===== config.mk =====
export PLATFORM = sky130hd
export DESIGN_NAME = router_fsm
export DESIGN_NICKNAME = d
export VERILOG_FILES = /design/src/rtl/router_pkg.sv /design/src/rtl/router_fsm.sv
export SDC_FILE = /design/constraint.sdc
export NUM_CORES = 1
export LEC_CHECK = 0
export BUFFER_PORTS_ARGS = -buffer_cell sky130_fd_sc_hd__buf_4
export CORE_AREA = 2 2 39 41
export CTS_CLUSTER_DIAMETER = 80
export DETAILED_ROUTE_END_ITERATION = 6
export DIE_AREA = 0 0 41 43
export GPL_TIMING_DRIVEN = 1
export PLACE_DENSITY_LB_ADDON = 0.25
export SYNTH_ARGS = -nofsm -noshare
export SYNTH_HDL_FRONTEND = slang
export SYNTH_SLANG_ARGS = --single-unit

===== constraint.sdc =====
create_clock -name clk -period 1.6 [get_ports clk]
set_input_delay 0.32 -clock clk [delete_from_list [all_inputs] [get_ports clk]]
set_output_delay 0.32 -clock clk [all_outputs]
set_load 0.01 [all_outputs]

===== src/rtl/router_pkg.sv =====
// rtl/router_pkg.sv - shared types and constants for the 1x3 router controller
package router_pkg;

    localparam int ADDR_W = 2;
    localparam int NUM_PORTS = 3;
    localparam logic [ADDR_W-1:0] ADDR_INVALID = 2'b11;

    typedef enum logic [2:0] {
        DECODE_ADDRESS     = 3'd0,
        LOAD_FIRST_DATA    = 3'd1,
        LOAD_DATA          = 3'd2,
        FIFO_FULL_STATE    = 3'd3,
        LOAD_AFTER_FULL    = 3'd4,
        LOAD_PARITY        = 3'd5,
        CHECK_PARITY_ERROR = 3'd6,
        WAIT_TILL_EMPTY    = 3'd7
    } state_t;

endpackage


===== src/rtl/router_fsm.sv =====
// rtl/router_fsm.sv - packet sequencing controller for the 1x3 router register stage
module router_fsm
    import router_pkg::*;
(
    input  logic              clk,
    input  logic              reset,
    input  logic              packet_valid,
    input  logic [ADDR_W-1:0] datain,
    input  logic              fifo_full,
    input  logic              fifo_empty_0,
    input  logic              fifo_empty_1,
    input  logic              fifo_empty_2,
    input  logic              soft_reset_0,
    input  logic              soft_reset_1,
    input  logic              soft_reset_2,
    input  logic              parity_done,
    input  logic              low_packet_valid,
    output logic [ADDR_W-1:0] addr,
    output logic              detect_add,
    output logic              lfd_state,
    output logic              ld_state,
    output logic              laf_state,
    output logic              full_state,
    output logic              rst_int_reg,
    output logic              write_enb_reg,
    output logic              busy
);

    state_t            state;
    state_t            state_nxt;
    logic [ADDR_W-1:0] addr_nxt;
    logic [ADDR_W-1:0] sel_addr;
    logic              empty_sel;
    logic              soft_reset_sel;
    logic              header_ok;

    // While decoding, the header on datain is the port under test; afterwards the latched addr is.
    assign sel_addr  = (state == DECODE_ADDRESS) ? datain : addr;
    assign header_ok = packet_valid && (datain != ADDR_INVALID);

    always_comb begin
        empty_sel = 1'b0;
        case (sel_addr)
            2'd0:    empty_sel = fifo_empty_0;
            2'd1:    empty_sel = fifo_empty_1;
            2'd2:    empty_sel = fifo_empty_2;
            default: empty_sel = 1'b0;
        endcase
    end

    always_comb begin
        soft_reset_sel = 1'b0;
        case (addr)
            2'd0:    soft_reset_sel = soft_reset_0;
            2'd1:    soft_reset_sel = soft_reset_1;
            2'd2:    soft_reset_sel = soft_reset_2;
            default: soft_reset_sel = 1'b0;
        endcase
    end

    always_ff @(posedge clk or posedge reset) begin
        if (reset) begin
            state <= DECODE_ADDRESS;
            addr  <= '0;
        end else begin
            state <= state_nxt;
            addr  <= addr_nxt;
        end
    end

    always_comb begin
        state_nxt = state;
        addr_nxt  = addr;
        case (state)
            DECODE_ADDRESS: begin
                if (header_ok) begin
                    addr_nxt  = datain;
                    state_nxt = empty_sel ? LOAD_FIRST_DATA : WAIT_TILL_EMPTY;
                end
            end
            LOAD_FIRST_DATA: state_nxt = LOAD_DATA;
            LOAD_DATA: begin
                if (fifo_full)
                    state_nxt = FIFO_FULL_STATE;
                else if (!packet_valid)
                    state_nxt = LOAD_PARITY;
            end
            FIFO_FULL_STATE: begin
                if (!fifo_full)
                    state_nxt = LOAD_AFTER_FULL;
            end
            LOAD_AFTER_FULL: begin
                if (parity_done)
                    state_nxt = DECODE_ADDRESS;
                else if (low_packet_valid)
                    state_nxt = LOAD_PARITY;
                else
                    state_nxt = LOAD_DATA;
            end
            LOAD_PARITY: state_nxt = CHECK_PARITY_ERROR;
            CHECK_PARITY_ERROR: state_nxt = fifo_full ? FIFO_FULL_STATE : DECODE_ADDRESS;
            WAIT_TILL_EMPTY: begin
                if (empty_sel)
                    state_nxt = LOAD_FIRST_DATA;
            end
            default: state_nxt = DECODE_ADDRESS;
        endcase
        // A timeout on the selected port abandons the packet from any in-flight state.
        if (state != DECODE_ADDRESS && soft_reset_sel)
            state_nxt = DECODE_ADDRESS;
    end

    always_comb begin
        detect_add    = (state == DECODE_ADDRESS);
        lfd_state     = (state == LOAD_FIRST_DATA);
        ld_state      = (state == LOAD_DATA);
        full_state    = (state == FIFO_FULL_STATE);
        laf_state     = (state == LOAD_AFTER_FULL);
        rst_int_reg   = (state == CHECK_PARITY_ERROR);
        write_enb_reg = (state == LOAD_FIRST_DATA) || (state == LOAD_DATA) ||
                        (state == LOAD_AFTER_FULL) || (state == LOAD_PARITY);
        busy          = !((state == DECODE_ADDRESS) || (state == LOAD_DATA));
    end

endmodule

==> results.tsv, run 1 <==
stage	metric	value	unit
worst_hold_path	hold_class	input port to flip-flop	
yosys	synth_fp_nets	73	
timing	min_period_over_period	0.996	
cells_and_area	fin_area	826	sq um
yosys	syn_area	493	sq um
timing	post-route-min-period	1.59	ns
grt	grt_max_degree	10	
floorplan	die_w	41	microns
drt	dr.pass1.iters	4	
clock_tree	clkSlewWorstSetupHoldPaths	0.04	ns
clock_tree	cts_tree	yes	
yosys	ys_ff_latch	5	
cells_and_area	drive_gt1_frac	0.521	
clock_tree	clk_path_buf_depth	2	
worst_setup_path	critPathCaptureType	output port	
timing	drv_slew	0	
placed_design	dp_hpwl	990	microns
grt	grt_pass1_wl	2170	microns
cells_and_area	area_delta_synth_final	67.5	%
clock_tree	cts.htree.levels	1	
yosys	ys_warn_count	0	
run_status	status	completed	
worst_setup_path	startpoint_type	flip-flop	
floorplan	die-area	1760	sq um
clock_tree	numCtsBuffers	3	
drt	drtIter0Drc	3	
clock_tree	cts-root-buf	clkbuf_4	
timing	max_freq	627	MHz
placed_design	dp_cells	104	
worst_setup_path	arrival	1.27	ns
timing	finClkSkew	0.000988	ns
power	p_leak	0.403	nW
job	drv_cap	0	
floorplan	ios	24	
worst_setup_path	crit_required	1.28	ns
grt	grt_usage	0.178	
drt	routed-via-count	556	
clock_tree	cts_sinks	5	
drt	drtAntennaViolNets	0	
floorplan	dieHeight	43	microns
placed_design	io_buffers	23	
drt	avgViaCountPerCell	4.96	
yosys	synth.distinct_cells	29	
placed_design	place_congestion	0.885	
yosys	synthCells	59	
yosys	syn_area_per_cell	8.36	sq um
floorplan	start_util	0.356	
clock_tree	worstSkewPairLatency	0.24	ns
drt	wire_per_inst	11.7	microns
worst_setup_path	cp_max_fo	3	
cells_and_area	nFillCells	132	
timing	hold_violations	0	
floorplan	core_area	1380	sq um
floorplan	rows	14	
drt	drcViolationCount	0	
timing	max_slew_margin	0.743	
timing	setup_viol	0	
grt	grt_overflow_total	0	
power	ir_drop	1.01	mV
grt	antenna_found_initial	0	
cells_and_area	diodes	0	
power	powerDensity	1960	nW/um^2
timing	rsz0062_at_grt	true	
cells_and_area	stdcell_count	112	
placed_design	post_dp_cell_area	729	sq um
grt	grt_pass1_vias	540	
drt	routed_wl	1310	microns
cells_and_area	finalNetCount	111	
timing	tightest_slew	0.381	ns
yosys	seq_area_frac_synth	0.254	
worst_setup_path	crit_type	flip-flop to output port	
[flip-flops by register name (all words and copies together) (netlist names)]
name	count
addr	2
state	3
[final timing paths]
| path | from | cells past startpoint | slack, ns | end |
|---|---|---|---|---|
| setup reg to reg | state[0] | 6 | 0.03 | state[0] |
| hold / removal | datain[1] | 2 | 0.38 | addr[1] |
| hold reg to reg | addr[0] | 2 | 0.66 | addr[0] |
| setup / recovery | state[0] | 4 | 0.006 | write_enb_reg |
| min in group asynchronous | reset | 3 | 0.54 | state[2] |
| max in group asynchronous | reset | 3 | 0.88 | addr[0] |
[timing repair]
| item | 4_1_cts | 5_1_grt |
|---|---|---|
| pin swaps | 1 | 2 |
| setup endpoints to repair | 1 | 8 |
| resized for setup | 2 | 7 |
| setup buffers | 3 | 0 |
| hold endpoints to repair | 5 | 0 |
| hold buffers | 1 | 0 |
[kinds of logic (layout without fill, tap and decap cells)]
| kind of cell | Yosys count | after routing | share of synthesized area |
|---|---|---|---|
| flops | 5 | 5 | 0.254 |
| xor+xnor | 1 | 1 | 0.0178 |
| compound gates | 20 | 20 | 0.312 |
| mux | 4 | 4 | 0.0812 |
| buf+inv | 7 | 44 | 0.0888 |
| simple gates | 22 | 22 | 0.246 |
[worst max-delay path, stage by stage (launching register included)]
cell and delay [ns]:
dfrtp_1 0.39, or2_1 0.26, buf_6 0.13, xnor2_2 0.11, buf_4 0.14
[metal layers]
| layer | up-vias | routed length, microns | global-route usage |
|---|---|---|---|
| li1 | 290 | - | - |
| met1 | 254 | 600 | 0.250 |
| met2 | 12 | 662 | 0.275 |
| met3 | 0 | 43 | 0.0105 |
| met4 | 0 | 0 | 0.0667 |
| met5 | - | 0 | 0 |
[metrics by stage]
| stage | TNS (ns) | total power, W | worst slack (ns) | util | hold slack (ns) |
|---|---|---|---|---|---|
| floorplan | 0 | 0.000897 | 0.0164 | - | 0.0985 |
| global placement | 0 | 0.00132 | 0.0870 | 0.527 | 0.226 |
| detailed placement | 0 | 0.00132 | 0.0415 | 0.527 | 0.226 |
| CTS | 0 | 0.00156 | 0.00565 | 0.578 | 0.371 |
| global route | -0.143 | 0.00177 | -0.0480 | 0.597 | 0.401 |
| finish | 0 | 0.00162 | 0.00580 | 0.597 | 0.378 |
[final cells by class]
type / count / area [sq um] / share of cell area
Clock buffer: 4 / 26.3 / 0.0318
Inverter: 3 / 11.3 / 0.0136
Tap cell: 16 / 20.0 / 0.0242
Sequential cell: 5 / 126 / 0.153
Timing Repair Buffer: 37 / 284 / 0.344
Multi-Input combinational cell: 47 / 358 / 0.433
[synth_stat cells]
| master | count | share of area |
|---|---|---|
| nor2_1 | 6 | 0.046 |
| dfrtp_1 | 5 | 0.25 |
| nand2_1 | 5 | 0.038 |
| mux2i_1 | 4 | 0.081 |
| a21oi_1 | 3 | 0.030 |
| inv_1 | 3 | 0.023 |
| nor3b_1 | 3 | 0.046 |
| o21ai_0 | 3 | 0.030 |
| buf_2 | 2 | 0.020 |
| buf_6 | 2 | 0.046 |
| nand3b_1 | 2 | 0.030 |
| nor3_1 | 2 | 0.020 |
| o21a_1 | 2 | 0.030 |
| o22a_1 | 2 | 0.036 |
| a211o_1 | 1 | 0.018 |
| a22oi_1 | 1 | 0.015 |
| a31oi_1 | 1 | 0.013 |
| nand2b_1 | 1 | 0.013 |
| nor2b_1 | 1 | 0.013 |
| nor2b_4 | 1 | 0.028 |
| o211a_1 | 1 | 0.020 |
| o211ai_1 | 1 | 0.015 |
| o21ai_1 | 1 | 0.010 |
| o21bai_1 | 1 | 0.015 |
| o221ai_1 | 1 | 0.018 |
| o311ai_0 | 1 | 0.018 |
| o41a_4 | 1 | 0.043 |
| or2_1 | 1 | 0.013 |
| xnor2_1 | 1 | 0.018 |
[placed cells by master (no fill, tap or decap), drive strengths merged]
cell | netlist | final
o221ai | 1 | 1
o211ai | 1 | 1
dfrtp | 5 | 5
nand2 | 5 | 5
o21a | 2 | 2
o41a | 1 | 1
a22oi | 1 | 1
a31oi | 1 | 1
nand3b | 2 | 2
a211o | 1 | 1
a21oi | 3 | 3
nor2b | 2 | 2
buf | 4 | 36
clkbuf | 0 | 4
nor3 | 2 | 2
nor2 | 6 | 6
or2 | 1 | 1
o21bai | 1 | 1
dlygate4sd3 | 0 | 1
o311ai | 1 | 1
o211a | 1 | 1
xnor2 | 1 | 1
mux2i | 4 | 4
o21ai | 4 | 4
inv | 3 | 3
o22a | 2 | 2
nor3b | 3 | 3
nand2b | 1 | 1
[power breakdown]
part	switching, W	internal [W]	total [W]
logic	0.000539	0.000675	0.00121
registers	0.0000729	0.000196	0.000269
clock network	0.0000463	0.0000939	0.000140
(Power assumes the default switching activity.)
==> inputs of run 2 (changes only) <==
--- a/config.mk
+++ b/config.mk
@@ -11,7 +11,7 @@
 export DETAILED_ROUTE_END_ITERATION = 6
 export DIE_AREA = 0 0 41 43
 export GPL_TIMING_DRIVEN = 1
-export PLACE_DENSITY_LB_ADDON = 0.25
+export PLACE_DENSITY = 0.69
 export SYNTH_ARGS = -nofsm -noshare
 export SYNTH_HDL_FRONTEND = slang
 export SYNTH_SLANG_ARGS = --single-unit
==> run 2 against run 1 <==
The flow now finishes with violations (negative setup slack). Largest cell class unchanged. Global-route usage shrank 1.2 points. Maximum frequency down 0.60%. Cell count increased by 0.89%. Total power decreased by 1.5%. Clock skew shrank 0.00075 ns. Worst setup slack lost 0.0096 ns. Register-to-register slack better by 0.03 ns. Worst hold slack got worse by 0.0094 ns. Routed wire length grew 3.4%. Final area up 0.45%. Highest routed layer is now met4. Die area unchanged.
==> results.tsv, run 2 (synthesis gave the netlist of run 1 again) <==
stage	metric	value	unit	change
grt	grt_pass1_wl	2010	microns	was 2170 microns
placed_design	dp_cells	102		was 104
timing	finClkSkew	0.000238	ns	was 0.000988 ns
power	powerDensity	1930	nW/um^2	was 1960 nW/um^2
drt	wire_per_inst	12.0	microns	was 11.7 microns
worst_hold_path	hold_class	input port to flip-flop		unchanged
grt	grt_max_degree	11		was 10
floorplan	core_area	1380	sq um	unchanged
worst_setup_path	cp_max_fo	4		was 3
floorplan	start_util	0.356		unchanged
worst_setup_path	startpoint_type	flip-flop		unchanged
clock_tree	worstSkewPairLatency	0.23	ns	was 0.24 ns
floorplan	rows	14		unchanged
worst_setup_path	reg2reg_to	state[1]		was state[0]
timing	min_period_over_period	1.00		was 0.996
placed_design	dp_hpwl	1070	microns	was 990 microns
power	comb_power_share	0.741		was 0.748
power	seqPwrFrac	0.172		was 0.165
clock_tree	clk_path_buf_depth	2		unchanged
cells_and_area	stdcell_count	113		was 112
timing	fin_ws	-0.00379	ns	was 0.00580 ns
drt	drtIter0Drc	2		was 3
clock_tree	cts_sinks	5		unchanged
worst_setup_path	crit_type	flip-flop to output port		unchanged
timing	tightest_slew	0.321	ns	was 0.381 ns
worst_setup_path	rr_startpoint	state[0]		unchanged
timing	max_freq	624	MHz	was 627 MHz
cells_and_area	fin_util	0.599		was 0.597
drt	routed_wl	1350	microns	was 1310 microns
placed_design	io_buffers	23		unchanged
clock_tree	clkSlewWorstSetupHoldPaths	0.04	ns	about the same
clock_tree	cts.htree.levels	1		unchanged
cells_and_area	final_cell_mix	buf_4, nor2_1, nand2_1, mux2i_1		was buf_4, nand2_1, nor2_1
floorplan	ios	24		unchanged
cells_and_area	finalNetCount	112		was 111
clock_tree	cts_tree	yes		unchanged
cells_and_area	reg.largest.list	state: 3 flops, addr: 2 flops		unchanged
timing	drv_slew	0		unchanged
timing	rsz0062_at_grt	true		unchanged
cells_and_area	max_flop_register	state		unchanged
grt	grt_pass1_vias	521		was 540
job	drv_cap	0		unchanged
cells_and_area	final_common_cell	buf_4		unchanged
floorplan	die-area	1760	sq um	unchanged
grt	antenna_found_initial	0		unchanged
power	power_frac_clock	0.087		was 0.086
drt	dr.pass1.iters	4		unchanged
floorplan	die_w	41	microns	unchanged
run_status	violations	negative setup slack		
power	ir_drop	0.793	mV	was 1.01 mV
timing	post-route-min-period	1.60	ns	was 1.59 ns
cells_and_area	area_delta_synth_final	68.3	%	was 67.5%
grt	grt_usage	0.166		was 0.178
drt	drtAntennaViolNets	0		unchanged
cells_and_area	drive_gt1_frac	0.515		was 0.521
worst_setup_path	arrival	1.28	ns	was 1.27 ns
power	p_leak	0.410	nW	was 0.403 nW
power	net-switching-power	0.000632	W	was 0.000658 W
worst_setup_path	crit_required	1.28	ns	about the same
worst_hold_path	worstHoldStart	datain[1]		unchanged
floorplan	dieHeight	43	microns	unchanged
timing	setup_viol	1		was 0
clock_tree	cts-root-buf	clkbuf_4		unchanged
drt	drcViolationCount	0		unchanged
timing	whs	0.368	ns	was 0.378 ns
worst_hold_path	whs_path_depth	2		unchanged
worst_setup_path	critPathCaptureType	output port		unchanged
clock_tree	numCtsBuffers	3		unchanged
placed_design	place_congestion	0.818		was 0.885
grt	grt_overflow_total	0		unchanged
power	sw_frac_of_total	0.395		was 0.405
drt	avgViaCountPerCell	5.04		was 4.96
cells_and_area	diodes	0		unchanged
timing	hold_violations	0		unchanged
worst_setup_path	r2r_slack	0.06	ns	was 0.03 ns
timing	max_slew_margin	0.783		was 0.743
worst_setup_path	reg2reg_depth	6		unchanged
cells_and_area	largest_register_ffs	3		unchanged
worst_hold_path	holdPathEnd	addr[1]		unchanged
run_status	status	finished with violations		was completed
power	intPower	0.000966	W	was 0.000965 W
drt	routed-via-count	570		was 556
-- run 2: how the worst max path moves through the flow --
stage | slack [ns] | from | cells past startpoint | end
2_1_floorplan | 0.02 | state[2] | 7 | state[1]
3_3_place_gp | 0.1 | addr[0] | 5 | state[1]
3_5_place_dp | 0.06 | addr[0] | 5 | state[1]
4_1_cts | -0.02 | state[2] | 4 | write_enb_reg
5_1_grt | -0.05 | state[0] | 4 | write_enb_reg
6_report | -0.004 | state[0] | 4 | write_enb_reg
-- run 2: area by class of cell --
cell class / instances / area (sq um)
fill: 122 / 554
multi-input combinational: 47 / 353
timing repair buffer: 38 / 292
sequential: 5 / 128
clock buffer: 4 / 26.3
tap: 16 / 20.0
inverter: 3 / 11.3
-- run 2: power groups by stage --
stage	registers, W	logic [W]	clock network, W
3_3_place_gp	0.000288	0.000988	0
2_1_floorplan	0.000262	0.000635	0
3_5_place_dp	0.000289	0.00100	0
5_1_grt	0.000289	0.00130	0.000150
4_1_cts	0.000277	0.00112	0.000146
6_report	0.000275	0.00118	0.000139
-- run 2: metal layers --
layer  wire (microns)  track usage
met5                0            0
met4               11       0.0600
met3               78       0.0314
met2              708        0.288
met1              553        0.189
-- run 2: timing repair --
action                     CTS  global route
hold endpoints to repair     5             0
resized for setup            3             5
hold buffers                 1             0
setup buffers                4             2
pin swaps                    1             2
setup endpoints to repair    3             9
-- run 2: critical path: stages, from the launching register on --
cell and delay, ns:
dfrtp_1 0.40, or2_1 0.26, buf_6 0.13, xnor2_2 0.11
buf_4 0.14
-- run 2: through the flow --
stage / area (sq um) / worst slack (ns) / TNS (ns) / power (W)
2_1_floorplan: 494 / 0.0164 / 0 / 0.000897
3_3_place_gp: 714 / 0.0980 / 0 / 0.00128
3_5_place_dp: 714 / 0.0566 / 0 / 0.00129
4_1_cts: 793 / -0.0150 / -0.0150 / 0.00154
5_1_grt: 830 / -0.0545 / -0.114 / 0.00174
6_report: 830 / -0.00379 / -0.00379 / 0.00160
==> inputs of run 3 (changes only) <==
--- a/config.mk
+++ b/config.mk
@@ -11,7 +11,7 @@
 export DETAILED_ROUTE_END_ITERATION = 6
 export DIE_AREA = 0 0 41 43
 export GPL_TIMING_DRIVEN = 1
-export PLACE_DENSITY = 0.69
+export PLACE_DENSITY = 0.75
 export SYNTH_ARGS = -nofsm -noshare
 export SYNTH_HDL_FRONTEND = slang
 export SYNTH_SLANG_ARGS = --single-unit
==> run 3 against run 2 <==
Utilization fell by 2.4 points. The run now ends clean. Cell count fell by 3.5%. Via count fell by 1.6%. Sequential share of layout area increased by 0.50 points. Flip-flop and latch count stayed put. Routed wire length decreased by 9.3%. Clock skew up 0.0014 ns. Count of clock-buffer cells in the layout unchanged. Non-clock buffer count is 4 lower. Critical path type is now flip-flop to flip-flop. Global-route usage fell by 0.19 points. Critical path depth up 1.
==> results.tsv, run 3 (synthesis gave the netlist of run 1 again) <==
stage	metric	value	unit	change
run_status	status	completed		was finished with violations
drt	avgViaCountPerCell	5.15		was 5.04
timing	drv_slew	0		unchanged
power	seqPwrFrac	0.183		was 0.172
cells_and_area	multi_input_area	354	sq um	was 353 sq um
drt	drcViolationCount	0		unchanged
timing	hold_violations	0		unchanged
worst_setup_path	crit_required	1.70	ns	was 1.28 ns
cells_and_area	finalNetCount	108		was 112
job	drv_cap	0		unchanged
grt	grt_pass1_vias	497		was 521
clock_tree	clkSlewWorstSetupHoldPaths	0.04	ns	about the same
cells_and_area	final_common_cell	buf_4		unchanged
floorplan	start_util	0.356		unchanged
timing	max_slew_margin	0.754		was 0.783
timing	setup_viol	0		was 1
drt	met2_length	612	microns	was 708 microns
drt	dr_wl_met3	51	microns	was 78 microns
floorplan	die_w	41	microns	unchanged
cells_and_area	nFillCells	130		was 122
cells_and_area	final_cell_mix	buf_4, nor2_1, nand2_1		was buf_4, nor2_1, nand2_1, mux2i_1
grt	grt_usage	0.164		was 0.166
cells_and_area	stdcell_count	109		was 113
power	powerDensity	1910	nW/um^2	was 1930 nW/um^2
power	ir_drop	1.00	mV	was 0.793 mV
power	comb_power_share	0.726		was 0.741
timing	min_period_over_period	0.972		was 1.00
worst_setup_path	arrival	1.65	ns	was 1.28 ns
worst_setup_path	crit_type	flip-flop to flip-flop		was flip-flop to output port
floorplan	rows	14		unchanged
clock_tree	numCtsBuffers	3		unchanged
worst_hold_path	hold_class	input port to flip-flop		unchanged
drt	routed-via-count	561		was 570
cells_and_area	reg.largest.list	state: 3 flops, addr: 2 flops		unchanged
clock_tree	cts.htree.levels	1		unchanged
floorplan	dieHeight	43	microns	unchanged
timing	post-route-min-period	1.56	ns	was 1.60 ns
placed_design	dp_slack	0.0127	ns	was 0.0566 ns
placed_design	dp_cells	103		was 102
timing	rsz0062_at_grt	true		unchanged
timing	finClkSkew	0.00168	ns	was 0.000238 ns
placed_design	dp_hpwl	1010	microns	was 1070 microns
clock_tree	clk_path_buf_depth	2		unchanged
grt	antenna_found_initial	0		unchanged
timing	tightest_slew	0.365	ns	was 0.321 ns
clock_tree	worstSkewPairLatency	0.23	ns	about the same
power	power_frac_clock	0.091		was 0.087
grt	grt_pass1_wl	2040	microns	was 2010 microns
drt	routed_wl	1230	microns	was 1350 microns
cells_and_area	largest_register_ffs	3		unchanged
floorplan	ios	24		unchanged
clock_tree	cts_sinks	5		unchanged
drt	met1_length	556	microns	was 553 microns
clock_tree	cts-root-buf	clkbuf_4		unchanged
drt	drtAntennaViolNets	0		unchanged
worst_setup_path	critPathCaptureType	flip-flop		was output port
floorplan	die-area	1760	sq um	unchanged
grt	grt_max_degree	12		was 11
cells_and_area	regArea	126	sq um	was 128 sq um
cells_and_area	diodes	0		unchanged
clock_tree	cts_tree	yes		unchanged
cells_and_area	area_delta_synth_final	61.4	%	was 68.3%
power	net-switching-power	0.000618	W	was 0.000632 W
power	sw_frac_of_total	0.407		was 0.395
timing	fin_ws	0.0444	ns	was -0.00379 ns
worst_setup_path	cp_max_fo	4		unchanged
cells_and_area	max_flop_register	state		unchanged
drt	drtIter0Drc	8		was 2
placed_design	io_buffers	23		unchanged
cells_and_area	drive_gt1_frac	0.495		was 0.515
floorplan	core_area	1380	sq um	unchanged
power	p_leak	0.387	nW	was 0.410 nW
drt	top_layer	met4		unchanged
drt	dr.pass1.iters	4		unchanged
timing	max_freq	643	MHz	was 624 MHz
placed_design	place_congestion	0.773		was 0.818
worst_setup_path	startpoint_type	flip-flop		unchanged
power	intPower	0.000901	W	was 0.000966 W
grt	grt_overflow_total	0		unchanged
drt	wire_per_inst	11.2	microns	was 12.0 microns
run 3: cell types whose count changed in the layout (fill, tap and decap cells not counted), sizes merged:
| cell | previous run | this run |
|---|---|---|
| buf | 37 | 33 |
run 3: repair_timing:
item,CTS,global route
endpoints found under the setup margin,1,6
buffers inserted,1,1
gates resized for setup,1,6
hold endpoints to repair,5,0
hold buffers,1,0
pin swaps,1,0
run 3: cell type report:
class                      count  area share
sequential                     5       0.159
multi-input combinational     47       0.445
inverter                       3      0.0142
clock buffer                   4      0.0330
tap                           16      0.0252
timing repair buffer          34       0.324
run 3: stage by stage:
| stage | hold WS, ns | TNS (ns) | util | cell area [sq um] | power [W] |
|---|---|---|---|---|---|
| after detailed placement | 0.232 | 0 | 0.522 | 722 | 0.00131 |
| after CTS | 0.359 | 0 | 0.553 | 766 | 0.00147 |
| after global placement | 0.235 | 0 | 0.522 | 722 | 0.00128 |
| after floorplan | 0.0985 | 0 | - | 494 | 0.000897 |
| final | 0.372 | 0 | 0.575 | 796 | 0.00152 |
| after global routing | 0.380 | -0.0329 | 0.575 | 796 | 0.00165 |
run 3: final timing paths:
path                            from        to  slack [ns]  cells after the start
max                          addr[0]  state[1]        0.04                      5
min                        datain[1]   addr[1]        0.37                      2
max reg2reg                  addr[0]  state[1]        0.04                      5
min reg2reg                  addr[1]   addr[1]        0.66                      1
max in group asynchronous      reset   addr[0]        0.88                      3
min in group asynchronous      reset  state[1]        0.54                      3
run 3: worst max-delay path: stages (launching register included):
cell     delay (ns)
dfrtp_2        0.42
mux2i_2        0.20
o21ai_2        0.10
o41a_4         0.45
nor2b_4        0.14
mux2i_1        0.11
run 3: power by group through the flow:
| stage | Combinational [W] | Sequential [W] | Clock (W) |
|---|---|---|---|
| 2_1_floorplan | 0.000635 | 0.000262 | 0 |
| 3_3_place_gp | 0.00101 | 0.000273 | 0 |
| 3_5_place_dp | 0.00103 | 0.000279 | 0 |
| 4_1_cts | 0.00105 | 0.000274 | 0.000147 |
| 5_1_grt | 0.00121 | 0.000289 | 0.000151 |
| 6_report | 0.00110 | 0.000278 | 0.000138 |
run 3: metal layers:
layer  up-vias  GRT usage
li1        285          -
met1       264      0.216
met2        10      0.256
met3         2     0.0314
met4         0     0.0600
met5         -          0
